File: src/rtl/multi_tick_generator.sv
// Bank of independent programmable tick generators sharing one sync strobe
// and one divisor-write port. Each channel runs periodic or one-shot.

module multi_tick_channel #(
  parameter int CNT_W   = 24,
  parameter int DEF_DIV = 100_000
) (
  input  logic             clk,
  input  logic             reset,
  input  logic             enable_i,
  input  logic             oneshot_i,
  input  logic             sync_i,
  input  logic             wr_i,
  input  logic [CNT_W-1:0] wr_div_i,
  output logic             tick_o,
  output logic             busy_o
);
  localparam logic [CNT_W-1:0] RST_DIV = CNT_W'(DEF_DIV);

  logic [CNT_W-1:0] div_q, div_d;
  logic [CNT_W-1:0] cnt_q, cnt_d;
  logic             done_q, done_d;
  logic             tick_q, tick_d;
  logic             busy_q, busy_d;
  logic [CNT_W-1:0] term;

  // A zero divisor behaves like a divisor of one: wrap on every edge.
  assign term = (div_q == '0) ? '0 : div_q - CNT_W'(1);

  always_comb begin
    div_d  = div_q;
    cnt_d  = cnt_q;
    done_d = done_q;
    tick_d = 1'b0;
    busy_d = enable_i & ~done_q;
    if (wr_i) div_d = wr_div_i;
    if (sync_i || wr_i || !enable_i) begin
      cnt_d  = '0;
      done_d = 1'b0;
    end else if (done_q) begin
      cnt_d = '0;
    end else if (cnt_q == term) begin
      cnt_d  = '0;
      tick_d = 1'b1;
      done_d = oneshot_i;
    end else begin
      cnt_d = cnt_q + CNT_W'(1);
    end
  end

  always_ff @(posedge clk or posedge reset) begin
    if (reset) begin
      div_q  <= RST_DIV;
      cnt_q  <= '0;
      done_q <= 1'b0;
      tick_q <= 1'b0;
      busy_q <= 1'b0;
    end else begin
      div_q  <= div_d;
      cnt_q  <= cnt_d;
      done_q <= done_d;
      tick_q <= tick_d;
      busy_q <= busy_d;
    end
  end

  assign tick_o = tick_q;
  assign busy_o = busy_q;
endmodule

module multi_tick_generator #(
  parameter int N_CH        = 4,
  parameter int CNT_W       = 24,
  parameter int DEFAULT_DIV = 100_000
) (
  input  logic             clk,
  input  logic             reset,
  input  logic [N_CH-1:0]  enable,
  input  logic [N_CH-1:0]  oneshot,
  input  logic             sync,
  input  logic             cfg_we,
  input  logic [3:0]       cfg_ch,
  input  logic [CNT_W-1:0] cfg_div,
  output logic [N_CH-1:0]  tick,
  output logic [N_CH-1:0]  busy
);
  logic [N_CH-1:0] wr;

  for (genvar i = 0; i < N_CH; i++) begin : g_ch
    // Out-of-range channel indices match no instance and are dropped.
    assign wr[i] = cfg_we && (cfg_ch == 4'(i));

    multi_tick_channel #(
      .CNT_W   (CNT_W),
      .DEF_DIV (DEFAULT_DIV)
    ) u_ch (
      .clk       (clk),
      .reset     (reset),
      .enable_i  (enable[i]),
      .oneshot_i (oneshot[i]),
      .sync_i    (sync),
      .wr_i      (wr[i]),
      .wr_div_i  (cfg_div),
      .tick_o    (tick[i]),
      .busy_o    (busy[i])
    );
  end
endmodule

File: config.mk
export PLATFORM = sky130hd
export DESIGN_NAME = multi_tick_generator
export DESIGN_NICKNAME = d
export VERILOG_FILES = /design/src/rtl/multi_tick_generator.sv
export SDC_FILE = /design/constraint.sdc
export NUM_CORES = 1
export LEC_CHECK = 0
export BUFFER_PORTS_ARGS = -buffer_cell sky130_fd_sc_hd__buf_2
export CAP_MARGIN = 20
export CORE_MARGIN = 2
export CORE_UTILIZATION = 60
export CTS_BUF_LIST = sky130_fd_sc_hd__clkbuf_4 sky130_fd_sc_hd__clkbuf_8 sky130_fd_sc_hd__clkbuf_16
export CTS_CLUSTER_DIAMETER = 40
export DETAILED_ROUTE_END_ITERATION = 10
export PLACE_DENSITY = 0.79
export SLEW_MARGIN = 40
export SYNTH_ARGS = -nofsm -noshare
export SYNTH_HDL_FRONTEND = slang
export SYNTH_HIERARCHICAL = 1
export SYNTH_SLANG_ARGS = --single-unit
export TNS_END_PERCENT = 20
File: constraint.sdc
create_clock -name clk -period 8.9 [get_ports clk]
set_input_delay 0.89 -clock clk [delete_from_list [all_inputs] [get_ports clk]]
set_output_delay 0.89 -clock clk [all_outputs]
set_load 0.005 [all_outputs]
Yosys cells after proc, flatten, opt, wreduce, memory -nomap -nowiden

Cells that the tools add are included.

Input bits: 40
Word-level logic and storage cells: 104
Output and inout port bits: 8
Flip-flop bits (word level): 204

Multiplexer cells: 40
Add/subtract/negate cells: 8
Bitwise logic cells: 8
Reductions and logical operators: 21
Equality and inequality tests: 7

Operators by type and width:

| operator              | number |
|---|---|
| $mux 24               | 16 |
| $add 24x1->24 const B | 4 |
| $eq 24x24->1          | 4 |
| $logic_not 24->1      | 4 |
| $sub 24x1->24 const B | 4 |
| $mux 1                | 24 |
| $eq 4x2->1 const B    | 2 |
| $logic_or 1x1->1      | 8 |
| $and 1x1->1           | 4 |
| $eq 4x1->1 const B    | 1 |
| $logic_and 1x1->1     | 4 |
| $logic_not 1->1       | 4 |
| $logic_not 4->1       | 1 |
| $not 1->1             | 4 |

Depth between registers and ports, before layout

Gate-level depths: netlist of run 1.

Word-level depth: 6
Mapped depth: 13
Depth with buffers taken out: 10

Modules after synthesis

Netlist of run 1, hierarchy kept.

Modules (own cells, without submodules):

| module                                | area each (um^2) | seq. area each (um^2) | times used | cells an instance |
|---|---|---|---|---|
| multi_tick_channel (g_ch[0].u_ch ...) | 3701.0           | 1283.7                | 3          | 390 |
| multi_tick_channel (g_ch[3].u_ch)     | 3379.5           | 1283.7                | 1          | 366 |
| multi_tick_generator                  | 65.1             | 0.0                   | 1          | 5 |

Least setup slack after synthesis of run 1

OpenSTA, ideal clock, no wires.

Kind: register -> register
Start: reg g_ch[3].u_ch.div_q[0]
End: reg g_ch[3].u_ch.cnt_q[10]
Required time: 8764 ps
Buffers on the path: 2
Data arrival time: 3448 ps
Setup time: 136 ps
Stages on the path, launching flop included: 13
Clock period less this slack: 3584 ps
Setup slack: 5316 ps
Path through: dfrtp_1 -> inv_1 -> ha_1 -> or3b_2 -> or4_1 -> buf_2 -> or2_1 -> a2111oi_2 -> nor2_1 -> or4_4 -> nor4_4 -> buf_6 -> nor3_1

Cells in the longest elaborated chain, start to end: 6
Elaborated cells between the ends (all ways): 7
Classes of those cells: add/sub: 1; eq/ne: 1; mux: 4; reduce/logical: 1

Ends and longest elaborated chain:

| element                                           | line | source |
|---|---|---|
| start: declaration                                | 20   | `logic [CNT_W-1:0] div_q, div_d;` |
| start signal: assignment                          | 59   | `div_q <= div_d;` |
| $sub 24x1->24 or $logic_not 24->1 (tied branches) | 28   | `assign term = (div_q == '0) ? '0 : div_q - CNT_W'(1);` |
| $mux 24 *                                         | 28   |  |
| $eq 24x24->1 *                                    | 42   | `end else if (cnt_q == term) begin` |
| $mux 24 *                                         | 42   |  |
| $mux 24 *                                         | 40   | `end else if (done_q) begin` |
| $mux 24 *                                         | 37   | `if (sync_i \|\| wr_i \|\| !enable_i) begin` |
| named net g_ch[3].u_ch.cnt_d[10]                  | 21   | `logic [CNT_W-1:0] cnt_q, cnt_d;` |
| end signal: assignment                            | 60   | `cnt_q <= cnt_d;` |
| end: declaration                                  | 21   |  |

The timed path passes the listed nets; every way through them passes the cells marked *.
A chain may end at the register's enable or synchronous reset.

Final worst setup path of run 1

Start: reg g_ch[3].u_ch.div_q[0]
End: reg g_ch[3].u_ch.cnt_q[8]

The elaborated chain is that of the path after synthesis.

==> impl_metrics.csv, run 1 <==
group,metric,value,unit
cells_and_area,drive_gt1_share,20.21,%
sta,setup_viol,0,
floorplan,die-area,25510,um2
global_route,grt_first_pass_wirelength,62.27,mm
floorplan,fp.dieH,159.7,um
clock_tree,cts.sinks,204,
setup_path,reg2reg_from,"g_ch[3].u_ch/div_q[0]",
synth,synth_common_cells,"dfrtp_1 (180), nand2_1 (89), xor2_1 (89)",
sta,hold_viol_final,0,
floorplan,die_x,159.7,um
synth,synth_top_area_share,30.96,%
power,vdd_drop_max,162.3,uV
sta,tns,0,ns
power,switching_power,1.125,mW
floorplan,initial_core_util,61.61,%
setup_path,worst_setup_path_end_kind,"flop",
clock_tree,cts_resized,0,
global_route,track_usage,29.52,%
detailed_routing,route.met3.wl,2.362,mm
sta,rsz0062_at_grt,"false",
place,port_buffers,47,
sta,drv_slew,0,
place,hpwlAfterDp,27.15,mm
setup_path,path_class,"reg -> reg",
detailed_routing,drt_iter0_drc,1116,
setup_path,critPathArrivalTime,4.77,ns
clock_tree,root_buffer,"clkbuf_16",
cells_and_area,diodes,0,
run_status,outcome,"complete, no violations",
floorplan,num_rows,56,
power,pwr-share-clk,38.1,%
synth,synth.top_cells.by_area,"dfrtp_1 (31%), mux2_2 (6.4%), xor2_1 (5.4%)",
floorplan,core_area,23610,um2
setup_path,crit_required,9.32,ns
run,cap_viol_max_count,0,
detailed_routing,wl_met2,17.10,mm
detailed_routing,post_drt_wl_per_cell,20.22,um
synth,ys_ff_latch,204,
power,p_comb_share,23.0,%
min_path,min-delay-path-class,"reg -> reg",
synth,yosys_warnings,6,
setup_path,worstPathMaxFanout,18,
sta,slew_headroom,42.61,%
detailed_routing,topRoutingLayerUsed,"met4",
synth,syn_area_per_cell,9.440,um2
synth,syn_area,14550,um2
power,p_sw_share,34.54,%
detailed_routing,routed_wl,37.77,mm
setup_path,r2r_slack,4.55,ns
detailed_routing,viasPerCell,6.634,
sta,fmax,229.7,MHz
clock_tree,clk_path_buf_depth,3,
floorplan,io_pins,48,
cells_and_area,fin_nets,1573,
detailed_routing,drc,0,
power,leakagePower,6.107,nW
min_path,hold_depth,1,
synth,ys_types,79,
clock_tree,clkLatencyLatePin,0.56,ns
clock_tree,post-cts-setup-buffers,0,
global_route,antenna_found_initial,0,
detailed_routing,ant_nets,0,
synth,synth_area_leader_cell,"dfrtp_1",
cells_and_area,utilization,67.08,%
clock_tree,cts_buffers,31,
synth,synth_fp_nets,1589,
synth,async_flop_share,100.0,%
synth,syn_inst,1541,
synth,synth.most_common_cell,"dfrtp_1",
clock_tree,htree_levels,1,
global_route,grt_pass1_vias,11830,
detailed_routing,num_vias,12390,
detailed_routing,wl_met1,16.70,mm
setup_path,startpoint_type,"flop",
setup_path,r2r_cells,11,
min_path,hold-path-endpoint,"g_ch[3].u_ch/busy_o",
clock_tree,cts_tree,"done",
power,p_int,2.133,mW
synth,ys_seq_area_share,35.30,%
setup_path,r2r_end,"g_ch[3].u_ch/cnt_q[8]",
synth,synth-edff-count,0,
power,seq_power_share,38.9,%
clock_tree,cts_hold_buf,0,
sta,min_period,4.353,ns
cells_and_area,area_growth,8.876,%
place,gp_congestion,0.9449,
synth,ys.flop_type,"dfrtp_1",
power,p_per_area,205.7,nW/um2
global_route,grt.overflow.total,0,
min_path,hold_start,"g_ch[3].u_ch/done_q",
sta,fin_skew,0.01132,ns
clock_tree,clkTransAtPathRegs,0.06,ns
detailed_routing,dr.pass1.iters,5,
sta,worst_slew_pin_slew,0.8530,ns
sta,period_share,48.91,%
global_route,grt_max_degree,52,
## through the flow
stage	instance area (um2)	setup slack (ns)	cells	total power [mW]	hold WS (ns)
finish	15840	4.547	1868	3.258	0.4493
global route	15840	4.289	1868	3.423	0.4622
CTS	15820	4.537	1868	3.262	0.4379
detailed placement	14740	4.551	1811	2.003	0.4314
global placement	14710	4.262	1809	1.979	0.4289
floorplan	14550	5.316	1541	1.807	0.4142
## cell families after synthesis
family,count (synthesis),share of synthesized area [%]
mux,88,6.769
flops,204,35.30
buf+inv,147,4.722
compound gates,251,12.84
simple gates,688,29.97
xor+xnor,155,9.710
fa+ha+maj,8,0.6881
## per-layer routing
layer / up-vias / GRT usage [%]
met5: - / 0
met4: 0 / 11.94
met3: 110 / 4.130
met2: 472 / 46.67
met1: 5978 / 41.05
li1: 5833 / -
## worst max-delay path, cell delays in order (launching register included)
cell and delay, ns:
dfrtp_1 0.45, inv_1 0.10, ha_1 0.20, or3b_2 0.51
or4_1 0.68, or2_1 0.49, a2111oi_2 0.34, nor2_1 0.07
or4_4 0.56, nor4_4 0.46, buf_4 0.26, nor3_1 0.08
## placed cells by master, fill, tap and decap left out, drive strengths merged, types with 8 or more instances in the layout
cell type / netlist / final
and4b: 11 / 11
nand2: 89 / 89
nor2: 58 / 58
or4: 40 / 40
o31ai: 18 / 18
nor2b: 13 / 13
and2: 10 / 10
o21ai: 50 / 50
dfstp: 24 / 24
nor3: 128 / 128
nor4b: 20 / 20
a21oi: 25 / 25
nor4: 57 / 57
clkbuf: 75 / 32
nand3: 64 / 64
clkinv: 0 / 8
o21a: 10 / 10
a211o: 18 / 18
a211oi: 14 / 14
nand4: 40 / 40
xnor2: 62 / 62
buf: 32 / 58
nand2b: 14 / 14
inv: 40 / 52
and4: 20 / 20
o31a: 18 / 18
ha: 8 / 8
nor3b: 18 / 18
dfrtp: 180 / 180
a221oi: 8 / 8
or4b: 11 / 11
mux2: 83 / 83
and3: 42 / 42
o211ai: 10 / 10
xor2: 89 / 89
or3: 34 / 34
## cell type report
class	count	area, um2
Sequential cell	204	5135
Multi-Input combinational cell	1190	8746
Tap cell	319	399.1
Fill cell	1909	7774
Clock inverter	25	291.5
Inverter	40	160.2
Clock buffer	32	789.5
Timing Repair Buffer	58	317.8
## worst max path at each step
stage | startpoint | endpoint | slack, ns | cells after the start
5_1_grt | g_ch[3].u_ch/div_q[0] | g_ch[3].u_ch/cnt_q[14] | 4.29 | 11
2_1_floorplan | g_ch[3].u_ch/div_q[0] | g_ch[3].u_ch/cnt_q[10] | 5.32 | 12
3_5_place_dp | g_ch[3].u_ch/div_q[0] | g_ch[3].u_ch/cnt_q[14] | 4.55 | 11
3_3_place_gp | g_ch[3].u_ch/div_q[0] | g_ch[3].u_ch/tick_o | 4.26 | 10
6_report | g_ch[3].u_ch/div_q[0] | g_ch[3].u_ch/cnt_q[8] | 4.55 | 11
4_1_cts | g_ch[3].u_ch/div_q[0] | g_ch[3].u_ch/cnt_q[14] | 4.54 | 11
## state kept, by name, indices dropped and copies added (netlist names)
| signal | flops |
|---|---|
| g_ch.u_ch/div_q | 96 |
| g_ch.u_ch/cnt_q | 96 |
| g_ch.u_ch/busy_o | 4 |
| g_ch.u_ch/tick_o | 4 |
| g_ch.u_ch/done_q | 4 |
## power groups by stage
stage	clock [mW]	sequential, mW	combinational (mW)
floorplan	0	1.16	0.645
global placement	0	1.26	0.716
detailed placement	0	1.27	0.734
CTS	1.27	1.26	0.740
global route	1.31	1.29	0.825
finish	1.24	1.27	0.750
(Power assumes the default switching activity.)
==> run 2, diff against run 1 <==
==> constraint.sdc (replaced) <==
create_clock -name clk -period 4.3 [get_ports clk]
set_input_delay 0.43 -clock clk [delete_from_list [all_inputs] [get_ports clk]]
set_output_delay 0.43 -clock clk [all_outputs]
set_load 0.005 [all_outputs]
==> impl_metrics.csv, run 2 (synthesized netlist as in run 1, its figures left out) <==
group,metric,value,unit
sta,worst_slew_pin_slew,0.7847,ns
place,post-place-ws,0.3264,ns
sta,drv_slew,0,
sta,tns,0,ns
place,port_buffers,47,
setup_path,crit_chain,"inv_1 > ha_1 > or3b_2 > or4_1 > buf_4 > or4_1 > a221oi_1 > or2_1 > o32ai_1 > nor4_4 > buf_4 > nor3_1",
setup_path,startpoint_type,"flop",
setup_path,path_class,"reg -> reg",
setup_path,crit_required,4.73,ns
place,hpwlAfterDp,27.48,mm
clock_tree,post-cts-setup-buffers,0,
clock_tree,htree_levels,1,
clock_tree,cts_hold_buf,0,
detailed_routing,num_vias,12500,
cells_and_area,utilization,67.50,%
sta,fin_ws,0.3342,ns
detailed_routing,dr.pass1.iters,5,
setup_path,worstPathMaxFanout,25,
global_route,grt_first_pass_wirelength,62.76,mm
place,gp_congestion,0.9155,
detailed_routing,drc,0,
cells_and_area,fin_cells,1880,
clock_tree,root_buffer,"clkbuf_16",
cells_and_area,diodes,0,
power,power.total,6.780,mW
global_route,track_usage,29.76,%
floorplan,num_rows,56,
sta,fmax,252.2,MHz
run_status,outcome,"complete, no violations",
clock_tree,cts.sinks,204,
place,placed_cells_incl_taps,1822,
clock_tree,clkTransAtPathRegs,0.06,ns
floorplan,io_pins,48,
floorplan,die_x,159.7,um
detailed_routing,ant_nets,0,
clock_tree,cts_resized,0,
cells_and_area,layout_common_cells,"dfrtp_1 (180), xor2_1 (89), nand2_1 (85), mux2_2 (83), nor3_1 (68)",
setup_path,crit_path_max_incr_delay,0.55,ns
clock_tree,cts_buffers,31,
sta,rsz0062_at_grt,"false",
cells_and_area,largestRegisters,"g_ch.u_ch/cnt_q: 96 flops, g_ch.u_ch/div_q: 96 flops",
setup_path,critPathArrivalTime,4.40,ns
sta,fin_skew,0.01340,ns
detailed_routing,routed_wl,38.18,mm
sta,period_share,92.23,%
sta,slew_headroom,47.20,%
setup_path,worst_setup_path_end_kind,"flop",
global_route,grt_pass1_vias,11840,
detailed_routing,drt_iter0_drc,1187,
power,p_per_area,425.4,nW/um2
clock_tree,clkLatencyLatePin,0.57,ns
sta,min_period,3.966,ns
clock_tree,cts_tree,"done",
floorplan,fp.dieH,159.7,um
power,leakagePower,6.171,nW
cells_and_area,fin_nets,1584,
power,vdd_drop_max,339.0,uV
floorplan,initial_core_util,61.61,%
cells_and_area,final_common_cell,"dfrtp_1",
sta,hold_viol_final,0,
sta,setup_viol,0,
clock_tree,clk_path_buf_depth,3,
cells_and_area,drive_gt1_share,20.82,%
global_route,grt_max_degree,52,
setup_path,crit_path_top_delay_cell,"or4_1",
cells_and_area,area_growth,9.564,%
run,cap_viol_max_count,0,
floorplan,core_area,23610,um2
global_route,grt.overflow.total,0,
global_route,antenna_found_initial,0,
setup_path,cp.buffers_inverters,3,
setup_path,cp_top_family,"simple AND/OR/NAND/NOR gates",
min_path,min-delay-path-class,"in -> async",
detailed_routing,viasPerCell,6.650,
floorplan,die-area,25510,um2
detailed_routing,post_drt_wl_per_cell,20.31,um
[run 2: area by class of cell]
| cell class | instances | area, um2 |
|---|---|---|
| clock inverter | 25 | 286.5 |
| sequential | 204 | 5135 |
| multi-input combinational | 1190 | 8742 |
| clock buffer | 33 | 803.3 |
| tap | 319 | 399.1 |
| fill | 1892 | 7674 |
| inverter | 40 | 160.2 |
| timing repair buffer | 69 | 412.9 |
[run 2: routing by layer]
metal,vias up,global-route usage [%],part of all wire [%]
met5,-,0,0
met4,0,13.72,5.2
met3,106,3.558,6.5
met2,498,46.20,45
met1,6052,41.82,43
li1,5846,-,-
[run 2: report_power, final]
part | internal, mW | total, mW | switching (mW)
Sequential | 2.18 | 2.62 | 0.436
Combinational | 0.731 | 1.58 | 0.853
Clock | 1.53 | 2.58 | 1.05
Total | 4.44 | 6.78 | 2.34
[run 2: final timing paths]
path / start / to / slack (ns) / cells past startpoint
min in group clk: enable[2] / g_ch[2].u_ch/done_q / 0.10 / 2
worst min-delay path: reset / g_ch[3].u_ch/div_q[6] / 0.04 / 2
worst max register to register: g_ch[3].u_ch/div_q[0] / g_ch[3].u_ch/cnt_q[21] / 0.33 / 12
max in group asynchronous: reset / g_ch[1].u_ch/cnt_q[2] / 3.82 / 2
worst min register to register: g_ch[3].u_ch/done_q / g_ch[3].u_ch/busy_o / 0.45 / 1
worst max-delay path: g_ch[3].u_ch/div_q[0] / g_ch[3].u_ch/cnt_q[21] / 0.33 / 12
[run 2: stage by stage]
step,hold slack [ns],area (um2)
after detailed placement,0.4379,14840
final,0.04401,15940
after global placement,0.4266,14820
after global routing,0.09618,15940
after floorplan,0.4142,14550
after CTS,0.05076,15930
==> run 3, diff against run 2 <==
--- a/config.mk
+++ b/config.mk
@@ -16,6 +16,5 @@
 export SLEW_MARGIN = 40
 export SYNTH_ARGS = -nofsm -noshare
 export SYNTH_HDL_FRONTEND = slang
-export SYNTH_HIERARCHICAL = 1
 export SYNTH_SLANG_ARGS = --single-unit
 export TNS_END_PERCENT = 20
==> impl_metrics.csv, run 3 <==
group,metric,value,unit
cells_and_area,drive_gt1_share,19.53,%
sta,drv_slew,0,
detailed_routing,num_vias,11600,
global_route,grt_first_pass_wirelength,56.72,mm
cells_and_area,final-seq-area,5135,um2
sta,worst_slew_pin_slew,0.7930,ns
cells_and_area,layout_common_cells,"dfrtp_1 (180), nor2_1 (174), xnor2_1 (111), nand2_1 (93), mux2_2 (93)",
floorplan,io_pins,48,
run_status,outcome,"complete, no violations",
cells_and_area,fin_nets,1555,
synth,syn_area_per_cell,9.202,um2
sta,fmax,248.2,MHz
detailed_routing,ant_nets,0,
sta,period_share,93.70,%
synth,yosys_warnings,0,
min_path,hold_depth,2,
floorplan,core_area,22570,um2
global_route,grt_max_degree,132,
sta,min_period,4.029,ns
synth,syn_inst,1497,
cells_and_area,nFillCells,1764,
sta,hold_viol_final,0,
synth,synth_top_area_share,32.70,%
clock_tree,cts_tree,"done",
cells_and_area,largestRegisters,"g_ch.u_ch.cnt_q: 96 flops, g_ch.u_ch.div_q: 96 flops",
floorplan,fp.dieH,155.5,um
floorplan,die-area,24190,um2
synth,ys_types,88,
floorplan,initial_core_util,61.03,%
setup_path,r2r_cells,9,
clock_tree,root_buffer,"clkbuf_16",
synth,syn_area,13780,um2
synth,ys_ff_latch,204,
cells_and_area,final_common_cell,"dfrtp_1",
synth,synth_fp_nets,1545,
place,gp_congestion,0.9558,
detailed_routing,dr.pass1.iters,5,
sta,fin_ws,0.2710,ns
min_path,min-delay-path-class,"in -> reg",
clock_tree,htree_levels,1,
detailed_routing,drc,0,
floorplan,die_x,155.5,um
synth,ys_seq_area_share,37.28,%
setup_path,worst_setup_path_end_kind,"flop",
setup_path,path_class,"reg -> reg",
clock_tree,clkLatencyLatePin,0.56,ns
power,p_per_area,444.9,nW/um2
synth,async_flop_share,100.0,%
run,cap_viol_max_count,0,
detailed_routing,post_drt_wl_per_cell,19.32,um
sta,setup_viol,0,
synth,synth.most_common_cell,"dfrtp_1",
clock_tree,cts_buffers,30,
synth,ys.flop_type,"dfrtp_1",
clock_tree,clkTransAtPathRegs,0.06,ns
global_route,grt.overflow.total,0,
power,vdd_drop_max,300.8,uV
global_route,track_usage,29.08,%
place,port_buffers,47,
setup_path,worstPathMaxFanout,23,
cells_and_area,multi_input_area,8064,um2
synth,synth_area_leader_cell,"dfrtp_1",
setup_path,critPathArrivalTime,4.46,ns
sta,tns,0,ns
synth,synth-edff-count,0,
clock_tree,clk_path_buf_depth,3,
synth,synth_common_cells,"dfrtp_1 (180), nor2_1 (174), xnor2_1 (111)",
synth,synth.top_cells.by_area,"dfrtp_1 (33%), mux2_2 (7.6%), xnor2_1 (7.1%)",
detailed_routing,routed_wl,35.09,mm
sta,fin_skew,0.01626,ns
place,post-place-ws,0.3389,ns
cells_and_area,area_growth,10.41,%
place,hpwlAfterDp,25.07,mm
detailed_routing,drt_iter0_drc,1020,
cells_and_area,diodes,0,
clock_tree,cts.sinks,204,
sta,slew_headroom,46.73,%
power,leakagePower,5.953,nW
floorplan,num_rows,55,
detailed_routing,viasPerCell,6.385,
setup_path,startpoint_type,"flop",
setup_path,crit_required,4.73,ns
global_route,grt_pass1_vias,10950,
sta,rsz0062_at_grt,"false",
global_route,antenna_found_initial,1,
==> run 3: cell count changes after synthesis, sizes merged, moves of 10 or more <==
cell,before,now
or2,4,17
nor4b,20,8
o31ai,18,6
xnor2,62,111
nor4,57,46
clkbuf,75,62
nor3,128,43
mux2,83,93
and4,20,2
o31a,18,8
nor2,58,184
xor2,89,61
==> run 3: final timing paths <==
kind,startpoint,to,slack [ns]
worst max-delay path,g_ch[1].u_ch.div_q[3],g_ch[1].u_ch.cnt_q[11],0.27
worst min-delay path,enable[3],g_ch[3].u_ch.busy_o,0.12
worst max register to register,g_ch[1].u_ch.div_q[3],g_ch[1].u_ch.cnt_q[11],0.27
worst min register to register,g_ch[1].u_ch.done_q,g_ch[1].u_ch.busy_o,0.44
max in group asynchronous,reset,g_ch[0].u_ch.done_q,2.99
min in group asynchronous,reset,g_ch[1].u_ch.cnt_q[11],0.35
==> run 3: cell type report <==
cell class / instances / area share [%]
inverters: 37 / 0.9378
repair buffers: 71 / 2.912
flip-flops and latches: 204 / 33.76
well taps: 285 / 2.345
clock buffers: 33 / 5.199
multi-input cells: 1163 / 53.02
clock inverters: 23 / 1.826
==> run 3: worst max-delay path: stages, from the launching register on <==
cell and delay [ns]:
dfrtp_1 0.49, or4_1 0.71, or4_4 0.55, o41ai_1 0.65, nand4_1 0.16, a211oi_1 0.29
o311ai_1 0.13, nand4b_1 0.36, nand2_2 0.44, nor2_1 0.12
==> run 3: through the flow <==
| step | std cells | cell area (um2) | util, % | hold slack [ns] | power, mW |
|---|---|---|---|---|---|
| final | 1816 | 15210 | 67.38 | 0.1203 | 6.767 |
| after global routing | 1816 | 15210 | 67.38 | 0.1313 | 7.069 |
| after CTS | 1814 | 15180 | 67.24 | 0.004767 | 6.770 |
| after detailed placement | 1758 | 14110 | 62.51 | 0.4277 | 4.151 |
| after global placement | 1758 | 14100 | 62.47 | 0.4215 | 4.104 |
| after floorplan | 1497 | 13780 | - | 0.4110 | 3.769 |
==> run 3: repair_timing <==
action                                 4_1_cts  5_1_grt
endpoints found under the hold margin        0        6
hold buffers                                 0        1
buffers inserted                             0        0
setup endpoints to repair                    0       19
gates resized for setup                      0        1
==> run 3: power by group <==
group	leakage [nW]	total, mW	switching (mW)	internal, mW
clock network	0.523	2.58	1.02	1.56
registers	2.63	2.60	0.423	2.18
logic	2.80	1.58	0.821	0.762
==> run 3: cells by family after synthesis <==
family / share of synthesized area (%)
flops: 37.28
compound gates: 10.79
buf+inv: 4.323
mux: 8.183
fa+ha+maj: 0.7266
xor+xnor: 12.12
simple gates: 26.59
==> run 3: per-layer routing <==
layer | part of all wire (%) | GRT usage (%)
met1 | 44 | 40.49
met2 | 46 | 46.94
met3 | 7.0 | 4.596
met4 | 2.8 | 9.131
met5 | 0 | 0
